File: src/rtl/pipeline_ctrl_pkg.sv
`default_nettype none
// ============================================================================
//  Module      : pipeline_ctrl_pkg
//  Description : Shared types for the 5-stage pipeline sequencer. Holds the
//                controller state encoding and the per-stage rst/en bundle
//                layout used by pipeline_ctrl.
//  Contents    : ctrl_state_e  - INIT/RUN/HALT/STEP state encoding
//                stage_ctrl_t  - {rst[4:0], en[4:0]}, bit 4 = IF ... bit 0 = WB
//  Revision    : 1.0 - initial release
// ============================================================================
package pipeline_ctrl_pkg;

    typedef enum logic [1:0] {
        ST_INIT = 2'd0,
        ST_RUN  = 2'd1,
        ST_HALT = 2'd2,
        ST_STEP = 2'd3
    } ctrl_state_e;

    // Stage order inside each 5-bit field: [4]=IF [3]=ID [2]=EXE [1]=MEM [0]=WB
    typedef struct packed {
        logic [4:0] rst;
        logic [4:0] en;
    } stage_ctrl_t;

    localparam stage_ctrl_t C_CTRL_INIT   = '{rst: 5'b11111, en: 5'b00000};
    localparam stage_ctrl_t C_CTRL_FREEZE = '{rst: 5'b00000, en: 5'b00000};
    // Flush: IF loads the branch target, ID/EXE/MEM are cleared, WB retires
    // the branch itself.
    localparam stage_ctrl_t C_CTRL_FLUSH  = '{rst: 5'b01110, en: 5'b10001};
    // Bubble: IF/ID hold, EXE receives a NOP, MEM/WB keep draining.
    localparam stage_ctrl_t C_CTRL_BUBBLE = '{rst: 5'b00100, en: 5'b00011};
    localparam stage_ctrl_t C_CTRL_RUN    = '{rst: 5'b00000, en: 5'b11111};

    // True when the state is one in which the pipeline may move forward.
    function automatic logic is_adv_state(input ctrl_state_e st);
        return (st == ST_RUN) || (st == ST_STEP);
    endfunction

endpackage : pipeline_ctrl_pkg
`default_nettype wire

File: src/rtl/pipe_event_cnt.sv
`default_nettype none
// ============================================================================
//  Module      : pipe_event_cnt
//  Description : Free-running event counter with synchronous active-low clear.
//                Wraps modulo 2^CNT_W, no saturation.
//  Ports       : clk   - clock
//                rst_n - synchronous active-low clear
//                inc   - count enable, one increment per cycle
//                count - current count value
//  Revision    : 1.0 - initial release
// ============================================================================
module pipe_event_cnt #(
    parameter int CNT_W = 32
) (
    input  logic             clk,
    input  logic             rst_n,
    input  logic             inc,
    output logic [CNT_W-1:0] count
);

    logic [CNT_W-1:0] count_q;

    always_ff @(posedge clk) begin
        if (!rst_n) begin
            count_q <= '0;
        end else if (inc) begin
            count_q <= count_q + CNT_W'(1);
        end
    end

    assign count = count_q;

endmodule : pipe_event_cnt
`default_nettype wire

File: src/rtl/pipeline_ctrl.sv
`default_nettype none
// ============================================================================
//  Module      : pipeline_ctrl
//  Description : Stage sequencer for the 5-stage MIPS pipeline. Produces the
//                per-stage rst/en pairs, handling power-up hold, load-use
//                bubbles, taken-branch flush, memory-busy freeze and a debug
//                run/halt/single-step mode. Keeps cycle/stall/flush counters.
//  Ports       : clk, rst_n           - clock, synchronous active-low reset
//                step_mode, step_req  - debug halt mode / single-step pulse
//                mem_busy             - freeze whole pipeline
//                reg_stall, id_valid  - load-use hazard in ID
//                is_branch_mem        - taken branch resolved in MEM
//                *_rst, *_en          - per-stage reset/enable to datapath
//                halted, ctrl_state   - status
//                cycle/stall/flush_cnt- event counters
//  Revision    : 1.0 - initial release
// ============================================================================
module pipeline_ctrl
    import pipeline_ctrl_pkg::*;
#(
    parameter int INIT_CYCLES = 4,
    parameter int CNT_W       = 32
) (
    input  logic             clk,
    input  logic             rst_n,
    input  logic             step_mode,
    input  logic             step_req,
    input  logic             mem_busy,
    input  logic             reg_stall,
    input  logic             id_valid,
    input  logic             is_branch_mem,
    output logic             if_rst,
    output logic             id_rst,
    output logic             exe_rst,
    output logic             mem_rst,
    output logic             wb_rst,
    output logic             if_en,
    output logic             id_en,
    output logic             exe_en,
    output logic             mem_en,
    output logic             wb_en,
    output logic             halted,
    output logic [1:0]       ctrl_state,
    output logic [CNT_W-1:0] cycle_cnt,
    output logic [CNT_W-1:0] stall_cnt,
    output logic [CNT_W-1:0] flush_cnt
);

    localparam int INIT_W = (INIT_CYCLES > 1) ? $clog2(INIT_CYCLES) : 1;
    localparam logic [INIT_W-1:0] C_INIT_LAST = INIT_W'(INIT_CYCLES - 1);

    ctrl_state_e       state_q, state_d;
    logic [INIT_W-1:0] init_cnt_q, init_cnt_d;

    stage_ctrl_t       ctrl;
    logic              advance;
    logic              do_flush;
    logic              do_bubble;

    // ------------------------------------------------------------------
    // State register
    // ------------------------------------------------------------------
    always_ff @(posedge clk) begin
        if (!rst_n) begin
            state_q    <= ST_INIT;
            init_cnt_q <= '0;
        end else begin
            state_q    <= state_d;
            init_cnt_q <= init_cnt_d;
        end
    end

    // ------------------------------------------------------------------
    // Next-state logic
    // ------------------------------------------------------------------
    always_comb begin
        state_d    = state_q;
        init_cnt_d = init_cnt_q;
        unique case (state_q)
            ST_INIT: begin
                if (init_cnt_q == C_INIT_LAST) begin
                    state_d = step_mode ? ST_HALT : ST_RUN;
                end else begin
                    init_cnt_d = init_cnt_q + INIT_W'(1);
                end
            end
            ST_RUN: begin
                if (step_mode) begin
                    state_d = ST_HALT;
                end
            end
            ST_HALT: begin
                // Leaving debug mode wins over a coincident step request.
                if (!step_mode) begin
                    state_d = ST_RUN;
                end else if (step_req) begin
                    state_d = ST_STEP;
                end
            end
            ST_STEP: begin
                // A step is only consumed by a cycle that actually advances.
                if (!mem_busy) begin
                    state_d = ST_HALT;
                end
            end
            default: state_d = ST_INIT;
        endcase
    end

    // ------------------------------------------------------------------
    // Stage control. A branch flush outranks a load-use bubble because the
    // stalled instruction is on the wrong path. While frozen the hazard
    // sources stay captured in the datapath registers and are serviced
    // on the first non-busy cycle.
    // ------------------------------------------------------------------
    assign advance   = is_adv_state(state_q) && !mem_busy;
    assign do_flush  = advance && is_branch_mem;
    assign do_bubble = advance && !is_branch_mem && reg_stall && id_valid;

    always_comb begin
        ctrl = C_CTRL_FREEZE;
        if (state_q == ST_INIT) begin
            ctrl = C_CTRL_INIT;
        end else if (!advance) begin
            ctrl = C_CTRL_FREEZE;
        end else if (do_flush) begin
            ctrl = C_CTRL_FLUSH;
        end else if (do_bubble) begin
            ctrl = C_CTRL_BUBBLE;
        end else begin
            ctrl = C_CTRL_RUN;
        end
    end

    assign {if_rst, id_rst, exe_rst, mem_rst, wb_rst} = ctrl.rst;
    assign {if_en,  id_en,  exe_en,  mem_en,  wb_en } = ctrl.en;

    assign halted     = (state_q == ST_HALT);
    assign ctrl_state = state_q;

    // ------------------------------------------------------------------
    // Event counters
    // ------------------------------------------------------------------
    pipe_event_cnt #(.CNT_W(CNT_W)) u_cycle_cnt (
        .clk   (clk),
        .rst_n (rst_n),
        .inc   (advance),
        .count (cycle_cnt)
    );

    pipe_event_cnt #(.CNT_W(CNT_W)) u_stall_cnt (
        .clk   (clk),
        .rst_n (rst_n),
        .inc   (do_bubble),
        .count (stall_cnt)
    );

    pipe_event_cnt #(.CNT_W(CNT_W)) u_flush_cnt (
        .clk   (clk),
        .rst_n (rst_n),
        .inc   (do_flush),
        .count (flush_cnt)
    );

endmodule : pipeline_ctrl
`default_nettype wire

File: config.mk
export PLATFORM = sky130hd
export DESIGN_NAME = pipeline_ctrl
export DESIGN_NICKNAME = d
export VERILOG_FILES = /design/src/rtl/pipeline_ctrl_pkg.sv /design/src/rtl/pipe_event_cnt.sv /design/src/rtl/pipeline_ctrl.sv
export SDC_FILE = /design/constraint.sdc
export NUM_CORES = 1
export LEC_CHECK = 0
export BUFFER_PORTS_ARGS = -buffer_cell sky130_fd_sc_hd__buf_4
export CAP_MARGIN = 10
export CORE_ASPECT_RATIO = 0.5
export CORE_MARGIN = 2
export CORE_UTILIZATION = 39
export CTS_CLUSTER_SIZE = 16
export DETAILED_ROUTE_END_ITERATION = 12
export GPL_TIMING_DRIVEN = 0
export PLACE_DENSITY_LB_ADDON = 0.25
export SKIP_LAST_GASP = 1
export SYNTH_ARGS = -nofsm -noshare
export SYNTH_HDL_FRONTEND = slang
export SYNTH_HIERARCHICAL = 1
export SYNTH_SLANG_ARGS = --single-unit
export TNS_END_PERCENT = 30
File: constraint.sdc
create_clock -name clk -period 2.3 [get_ports clk]
set_input_delay 0.46 -clock clk [delete_from_list [all_inputs] [get_ports clk]]
set_output_delay 0.46 -clock clk [all_outputs]
set_load 0.05 [all_outputs]
; ---- After elaboration in Yosys (flattened, before gate mapping)
; Index checks and enable logic that the tools add are counted.
[word_totals]
memories = 0
input_bits = 8
out_inout_bits = 109
regBits = 100
mem_bits_rw = 0
latch_bits = 0
romBits = 0
[classes]
shift = 0
muxes = 11
multipliers = 0
addsub = 4
order_cmp = 0
n_reduce_logical = 11
n_div = 0
n_eq_ne = 8
n_bitwise = 1
[ops]
columns = op, n
row1 = $add 32x1->32 const B, 3
row2 = $mux 9, 2
row3 = $mux 2, 6
row4 = $mux 10, 1
row5 = $mux 8, 1
row6 = $pmux 2 s4, 1
row7 = $eq 2x2->1 const B, 3
row8 = $ne 2x2->1 const B, 3
row9 = $logic_and 1x1->1, 5
row10 = $reduce_and 4->1, 1
row11 = $ne 3x3->1 const B, 1
row12 = $add 2x1->2 const B, 1
row13 = $eq 2x1->1 const B, 1
row14 = $logic_not 1->1, 2
row15 = $logic_not 2->1, 1
row16 = $reduce_and 2->1, 1
row17 = $logic_or 1x1->1, 1
row18 = $not 1->1, 1

; ---- Logic depth before layout (Yosys ltp)
; Gate-level depths: netlist (run 1).
[depth]
word_depth = 10
ltp_mapped = 11
mapped_depth_nobuf = 7

; ---- Hierarchy
; Netlist (run 1), hierarchy kept.
[by_module_without_submodules]
columns = module, cells_per_inst, area_each_um2, n_inst
row1 = pipe_event_cnt, 176, 1562.7, 3
row2 = pipeline_ctrl, 39, 301.5, 1

; ---- Least setup slack after synthesis (run 1)
; Ideal clock, no wire load.
[synth_timing]
kind = flip-flop to output port
start = register state_q[0] (netlist: ctrl_state[0])
end = output mem_rst
stages_incl_launch_ff = 5
slack_ns = -0.350
t_arrival_ns = 2.190
cell_sequence = dfxtp_1 buf_6 nor2_1 or2_1 buf_4
[synth_between]
elab_chain_cells = 7
[synth_lines]
columns = item, line
row1 = "start, declared", pipeline_ctrl.sv:52  ; ctrl_state_e state_q, state_d;
row2 = "start signal, assigned", pipeline_ctrl.sv:68  ; state_q <= state_d;
row3 = $eq 2x1->1 or $eq 2x2->1 (tied branches), pipeline_ctrl_pkg.sv:37  ; return (st == ST_RUN) || (st == ST_STEP);
row4 = $logic_or 1x1->1, pipeline_ctrl_pkg.sv:37
row5 = $logic_and 1x1->1, pipeline_ctrl.sv:116  ; assign advance = is_adv_state(state_q) && !mem_busy;
row6 = $logic_and 1x1->1, pipeline_ctrl.sv:117  ; assign do_flush = advance && is_branch_mem;
row7 = $mux 9, pipeline_ctrl.sv:126  ; end else if (do_flush) begin
row8 = $mux 9, pipeline_ctrl.sv:124  ; end else if (!advance) begin
row9 = $mux 10 (*), pipeline_ctrl.sv:122  ; if (state_q == ST_INIT) begin
row10 = "end, declared", pipeline_ctrl.sv:35  ; output logic mem_rst,
; Every way passes the cells marked *; elsewhere a longest branch is shown, timed or not.

; ---- Worst setup path in the final report (run 1)
[layout_timing]
start = register state_q[0] (netlist: ctrl_state[0])
end = register u_stall_cnt.count_q[26] (netlist: u_stall_cnt/count[26])
[layout_between]
elab_chain_cells = 6
[layout_lines]
columns = item, line
row1 = $eq 2x1->1 or $eq 2x2->1 (tied branches), pipeline_ctrl_pkg.sv:37
row2 = $logic_or 1x1->1 (*), pipeline_ctrl_pkg.sv:37
row3 = $logic_and 1x1->1 (*), pipeline_ctrl.sv:116
row4 = $logic_and 1x1->1 (*) (3 in a row), pipeline_ctrl.sv:118  ; assign do_bubble = advance && !is_branch_mem && reg_stall && id_valid;
row5 = via do_bubble, pipeline_ctrl.sv:58  ; logic do_bubble;
row6 = "end signal, assigned", pipe_event_cnt.sv:27  ; count_q <= count_q + CNT_W'(1);
row7 = "end, declared", pipe_event_cnt.sv:21  ; logic [CNT_W-1:0] count_q;
; Mark *: on every way through the listed nets, which the timed path passes. The rest lies on a longest branch.
; A chain may end at the register's enable or synchronous reset.

==> flow_summary.ini, run 1 <==
[placed_design]
dp.cells = 853
place_congestion = 0.8066
dp_hpwl_um = 8800
dp_slack_ps = -504.3
numPortBuffers = 116

[setup_path]
crit_type = reg -> reg
reg2reg_from = ctrl_state[0]
path_max_fanout = 9
rrSetupSlack_ps = 90
reg2reg_to = u_stall_cnt/count[26]
timing.critical_path.arrival_ps = 2420
start_kind = flop
required_ps = 2510
ff2ff_path_depth = 10
cp-end-kind = flop

[clocking]
numCtsBuffers = 9
cts_htree_levels = 3
clockRootBuffer = clkbuf_16
clk_pin_slew_ps = 60
clock_latency_ps = 340
cts_hold_buf = 0
cts_max_path_buffers = 2
cts_sinks = 100
cts_tree = built

[global_route]
grt_util_met2_pct = 29.34
grt_use_total_pct = 17.88
grt_pass1_vias = 4152
grt_pass1_wl_um = 20420
grt_overflow = 0
grt_busiest_layer = met2
met3_usage_pct = 3.825
use_met1_pct = 24.09
grt_max_degree = 21
antenna_found_initial = 0

[synthesis]
synth-edff-count = 0
synth_top_cells_by_count = dfxtp_1 (100), nor2_1 (47), nand2_1 (42)
synthTopCellsByArea = dfxtp_1 (40%), xor2_1 (4.9%), nand2b_1 (3.8%)
postSynthAreaPerCell_sq_um = 8.800
synth_area_leader_cell = dfxtp_1
syn-num-nets = 579
netlist.area_leader.share_pct = 40.12
synth-async-reset-ratio_pct = 0
ys_seq_area_share_pct = 40.12
ys_ff_latch = 100
synth_cell_types = 43
netlist_area_sq_um = 4990
yosysMostFrequentCell = dfxtp_1
ys_warn_count = 6
synthCells = 567
ys.flop_type = dfxtp_1

[timing]
period_minus_slack_ps = 2210
max_freq_mhz = 452.4
skew_ps = 9.028
worst_pin_slew_ps = 582.7
hold_violations = 0
setup_violations = 0
min_period_over_period_pct = 96.10
tns_ps = 0
hold_slack_ps = 412.9
slew_headroom_pct = 61.15
layout_setup_ws_ps = 89.79
slew_viol_final = 0
rsz0062_at_grt = yes

[floorplan]
coreArea_sq_um = 12590
design.die.area_sq_um = 13770
die_h_um = 83.98
rows = 29
io_pins = 117
start_util_pct = 39.63
die_w_um = 164.0

[detailed_routing]
drt_wl_total_um = 12560
avgViaCountPerCell = 5.373
route.detailed.drc = 0
drt_iter0_markers = 323
vias = 4691
antenna_left = 0
wl_per_cell_um = 14.39
firstDrtPassIters = 4

[pwr]
p_per_area_nw_per_um2 = 538.6
ir_worst_vdd_uv = 371.4
p_leak_uw = 0.002458
finalPower_uw = 3501

[min_path]
hold_end = ctrl_state[0]
hp-start = step_req
hold_class = in -> reg
hold_depth = 3

[finish]
num_antenna_cells = 0
final_net_count = 710
drive_gt1_share_pct = 26.17
stdcell_count = 873
area_delta_synth_final_pct = 30.27

[job]
cap_violations = 0

[run_status]
status = finished clean
## how the worst max path moves through the flow
stage / startpoint / endpoint / slack, ps / cells after the start
6_report: ctrl_state[0] / u_stall_cnt/count[26] / 90 / 10
5_1_grt: ctrl_state[0] / u_stall_cnt/count[26] / -50 / 10
4_1_cts: ctrl_state[0] / u_flush_cnt/count[25] / -120 / 10
3_5_place_dp: mem_busy / u_stall_cnt/count[28] / -500 / 10
3_3_place_gp: mem_busy / u_stall_cnt/count[28] / -490 / 10
2_1_floorplan: ctrl_state[1] / mem_rst / -20 / 3
## critical path, cell delays in order, from the launching register on
cell      delay (ps)
dfxtp_2          330
buf_6            140
nand2b_4         100
nor3_4           270
buf_6            150
and4_1           160
buf_4            160
nand4_1          190
buf_6            210
o311ai_2         250
o41ai_1          110
## what timing repair did
| item | in CTS | in global routing |
|---|---|---|
| setup buffers | 1 | 3 |
| setup endpoints to repair | 23 | 44 |
| cloned | 0 | 1 |
| pin swaps | 1 | 4 |
| gates resized for setup | 5 | 29 |
## final cells by class
| class | instances | area [sq um] |
|---|---|---|
| fillers | 1216 | 6091 |
| multi-input cells | 408 | 2755 |
| flip-flops and latches | 100 | 2003 |
| repair buffers | 121 | 905.9 |
| plain buffers | 39 | 254.0 |
| clock buffers | 11 | 252.7 |
| well taps | 170 | 212.7 |
| inverters | 19 | 73.82 |
| clock inverters | 5 | 42.54 |
## cells in the final DEF (no fill, tap or decap), types with 4 or more instances in the layout
cell type / instances
o41ai_1: 21
nor2_1: 46
clkbuf_16: 9
xnor2_1: 12
or2_1: 4
nand2b_1: 30
nand4_1: 30
o21ai_0: 14
o311ai_0: 9
ha_1: 4
xor2_1: 28
or4_1: 9
nand2_1: 42
nor3_1: 6
and4_1: 9
inv_1: 18
nand3_1: 28
mux2i_1: 12
dfxtp_1: 99
o311ai_1: 7
and3_1: 6
buf_6: 6
or3_1: 12
o31ai_1: 10
clkbuf_1: 21
a21oi_1: 24
buf_4: 125
o311ai_2: 7
and2_1: 5
nor4_1: 7
## sequential cells by signal, summed over array words and instances, names as in the netlist
signal             cells
init_cnt_q             2
ctrl_state             2
u_stall_cnt/count     32
u_flush_cnt/count     32
u_cycle_cnt/count     32
## metal layers
metal  wire (um)  vias to the layer above  share of wire (%)
met5           0                        -                  0
met4          76                        0               0.60
met3         480                        6                3.8
met2        6008                       80                 48
met1        6000                     2247                 48
li1            -                     2358                  -
## logic make-up after synthesis
family          synth area share, %
compound gates                15.02
xor+xnor                      7.021
simple gates                  28.28
buf+inv                       6.143
mux                           2.407
flops                         40.12
fa+ha+maj                     1.003
## per-stage QoR
step,utilization [%],instance area (sq um)
detailed placement,48.27,6077
CTS,50.81,6397
floorplan,-,4994
global placement,48.27,6077
global route,51.62,6500
finish,51.62,6500
## report_power, final
group	internal, uW	leakage [uW]	switching [uW]
clock network	807	0.000143	677
registers	1750	0.000806	15.4
logic	86.1	0.00151	165
total	2640	0.00246	858
(Power assumes the default switching activity.)
==> run 2: changes to the inputs <==
CORE_MARGIN = 3   (was 2)
==> flow_summary.ini, run 2 (synthesized netlist as in run 1, its figures left out) <==
[pwr]
share_comb_of_total_power_pct = 7.1
p_switching_uw = 859.5
p_per_area_nw_per_um2 = 553.9
ir_worst_vdd_uv = 352.2
sw_frac_of_total_pct = 24.01
p_int_uw = 2720
seqPwrFrac_pct = 49.3
p_leak_uw = 0.002450
finalPower_uw = 3579
pwr-share-clk_pct = 43.6

[floorplan]
die_h_um = 85.98
io_pins = 117
rows = 28
start_util_pct = 41.05
coreArea_sq_um = 12160
design.die.area_sq_um = 14270
die_w_um = 166.0

[global_route]
grt_use_total_pct = 17.01
grt_pass1_wl_um = 20710
grt_pass1_vias = 4303
grt_overflow = 0
grt_max_degree = 21
antenna_found_initial = 0

[finish]
drive_gt1_share_pct = 25.71
nFillCells = 1183
final_common_cell = buf_4
regArea_sq_um = 2003
area_delta_synth_final_pct = 29.51
final_cell_mix = buf_4 (122), dfxtp_1 (99), nor2_1 (46)
fin_util_pct = 53.16
multi_input_area_sq_um = 2734
stdcell_count = 865
num_antenna_cells = 0
final_net_count = 707

[detailed_routing]
firstDrtPassIters = 5
vias = 4760
drt_iter0_markers = 248
wl_per_cell_um = 14.38
route.detailed.drc = 0
antenna_left = 0
drt_wl_total_um = 12440
avgViaCountPerCell = 5.503

[timing]
rsz0062_at_grt = yes
hold_slack_ps = 392.4
tns_ps = 0
hold_violations = 0
setup_violations = 0
period_minus_slack_ps = 2255
slew_viol_final = 0
skew_ps = 11.96
worst_pin_slew_ps = 515.9
max_freq_mhz = 443.5
min_period_over_period_pct = 98.03
slew_headroom_pct = 65.61

[placed_design]
dp.cells = 848
numPortBuffers = 116
place_congestion = 0.8274
dp_hpwl_um = 8983

[setup_path]
slowest_stage = nor4_1
timing.critical_path.arrival_ps = 2530
cp-end-kind = flop
path_max_fanout = 9
cpPeakStageDelay_ps = 410
crit_type = reg -> reg
required_ps = 2570
path_cells = buf_6 -> nand2b_4 -> inv_4 -> buf_2 -> and4_1 -> buf_2 -> nand4_1 -> nor4_1 -> mux2i_1
crit_top_cell = buf_2
start_kind = flop

[clocking]
clockRootBuffer = clkbuf_16
cts_htree_levels = 3
clock_latency_ps = 340
clk_pin_slew_ps = 70
cts_tree = built
cts_sinks = 100
cts_hold_buf = 0
cts_max_path_buffers = 2
numCtsBuffers = 9

[job]
cap_violations = 0

[run_status]
status = finished clean

[min_path]
hold_class = in -> reg
-- run 2: cell count changes in the layout (fill, tap and decap cells not counted), moves of 2 or more --
cell      delta
o311ai_1     +6
o311ai_0     -3
buf_4        -3
o311ai_2     -2
-- run 2: worst paths after layout --
path                           endpoint  cells after the start                   from  slack (ps)
hold / removal            ctrl_state[0]                      3               step_req         390
setup reg to reg  u_cycle_cnt/count[31]                      9          ctrl_state[0]          50
setup / recovery  u_cycle_cnt/count[31]                      9          ctrl_state[0]          50
hold reg to reg   u_flush_cnt/count[31]                      2  u_flush_cnt/count[31]         470
-- run 2: area by class of cell --
cell class / instances / share of cell area, %
clock inverter: 6 / 1.065
timing repair buffer: 118 / 13.71
sequential: 100 / 31.00
multi-input combinational: 408 / 42.30
tap: 165 / 3.195
buffer: 39 / 3.892
clock buffer: 10 / 3.698
inverter: 19 / 1.142
-- run 2: timing repair --
| action | CTS | global route |
|---|---|---|
| pin swaps | 1 | 1 |
| resized for setup | 4 | 28 |
| endpoints found under the setup margin | 26 | 41 |
| setup buffers | 1 | 1 |
-- run 2: through the flow --
stage | setup slack (ps) | area (sq um)
after floorplan | -23.14 | 4994
after global placement | -476.4 | 6071
after detailed placement | -481.0 | 6071
final | 45.35 | 6462
after global routing | -95.15 | 6462
after CTS | -150.1 | 6397
-- run 2: metal layers --
layer  GRT usage, %  up-vias  wire (um)
met3          3.407       15        536
li1               -     2343          -
met1          22.32     2292       5828
met5              0        -          0
met2          29.08      110       5960
met4          4.377        0        115
-- run 2: power by group through the flow --
stage / logic (uW) / registers (uW) / clock network (uW)
6_report: 254 / 1760 / 1560
5_1_grt: 276 / 1770 / 1680
2_1_floorplan: 168 / 1810 / 0
3_5_place_dp: 254 / 1800 / 0
4_1_cts: 255 / 1760 / 1610
3_3_place_gp: 246 / 1800 / 0
-- run 2: critical path: cells and delay by family (launching register included) --
family	cells	cell delay, ps
AND/OR/NAND/NOR	4	1040
flip-flops	1	330
multiplexers	1	220
buffers and inverters	4	600
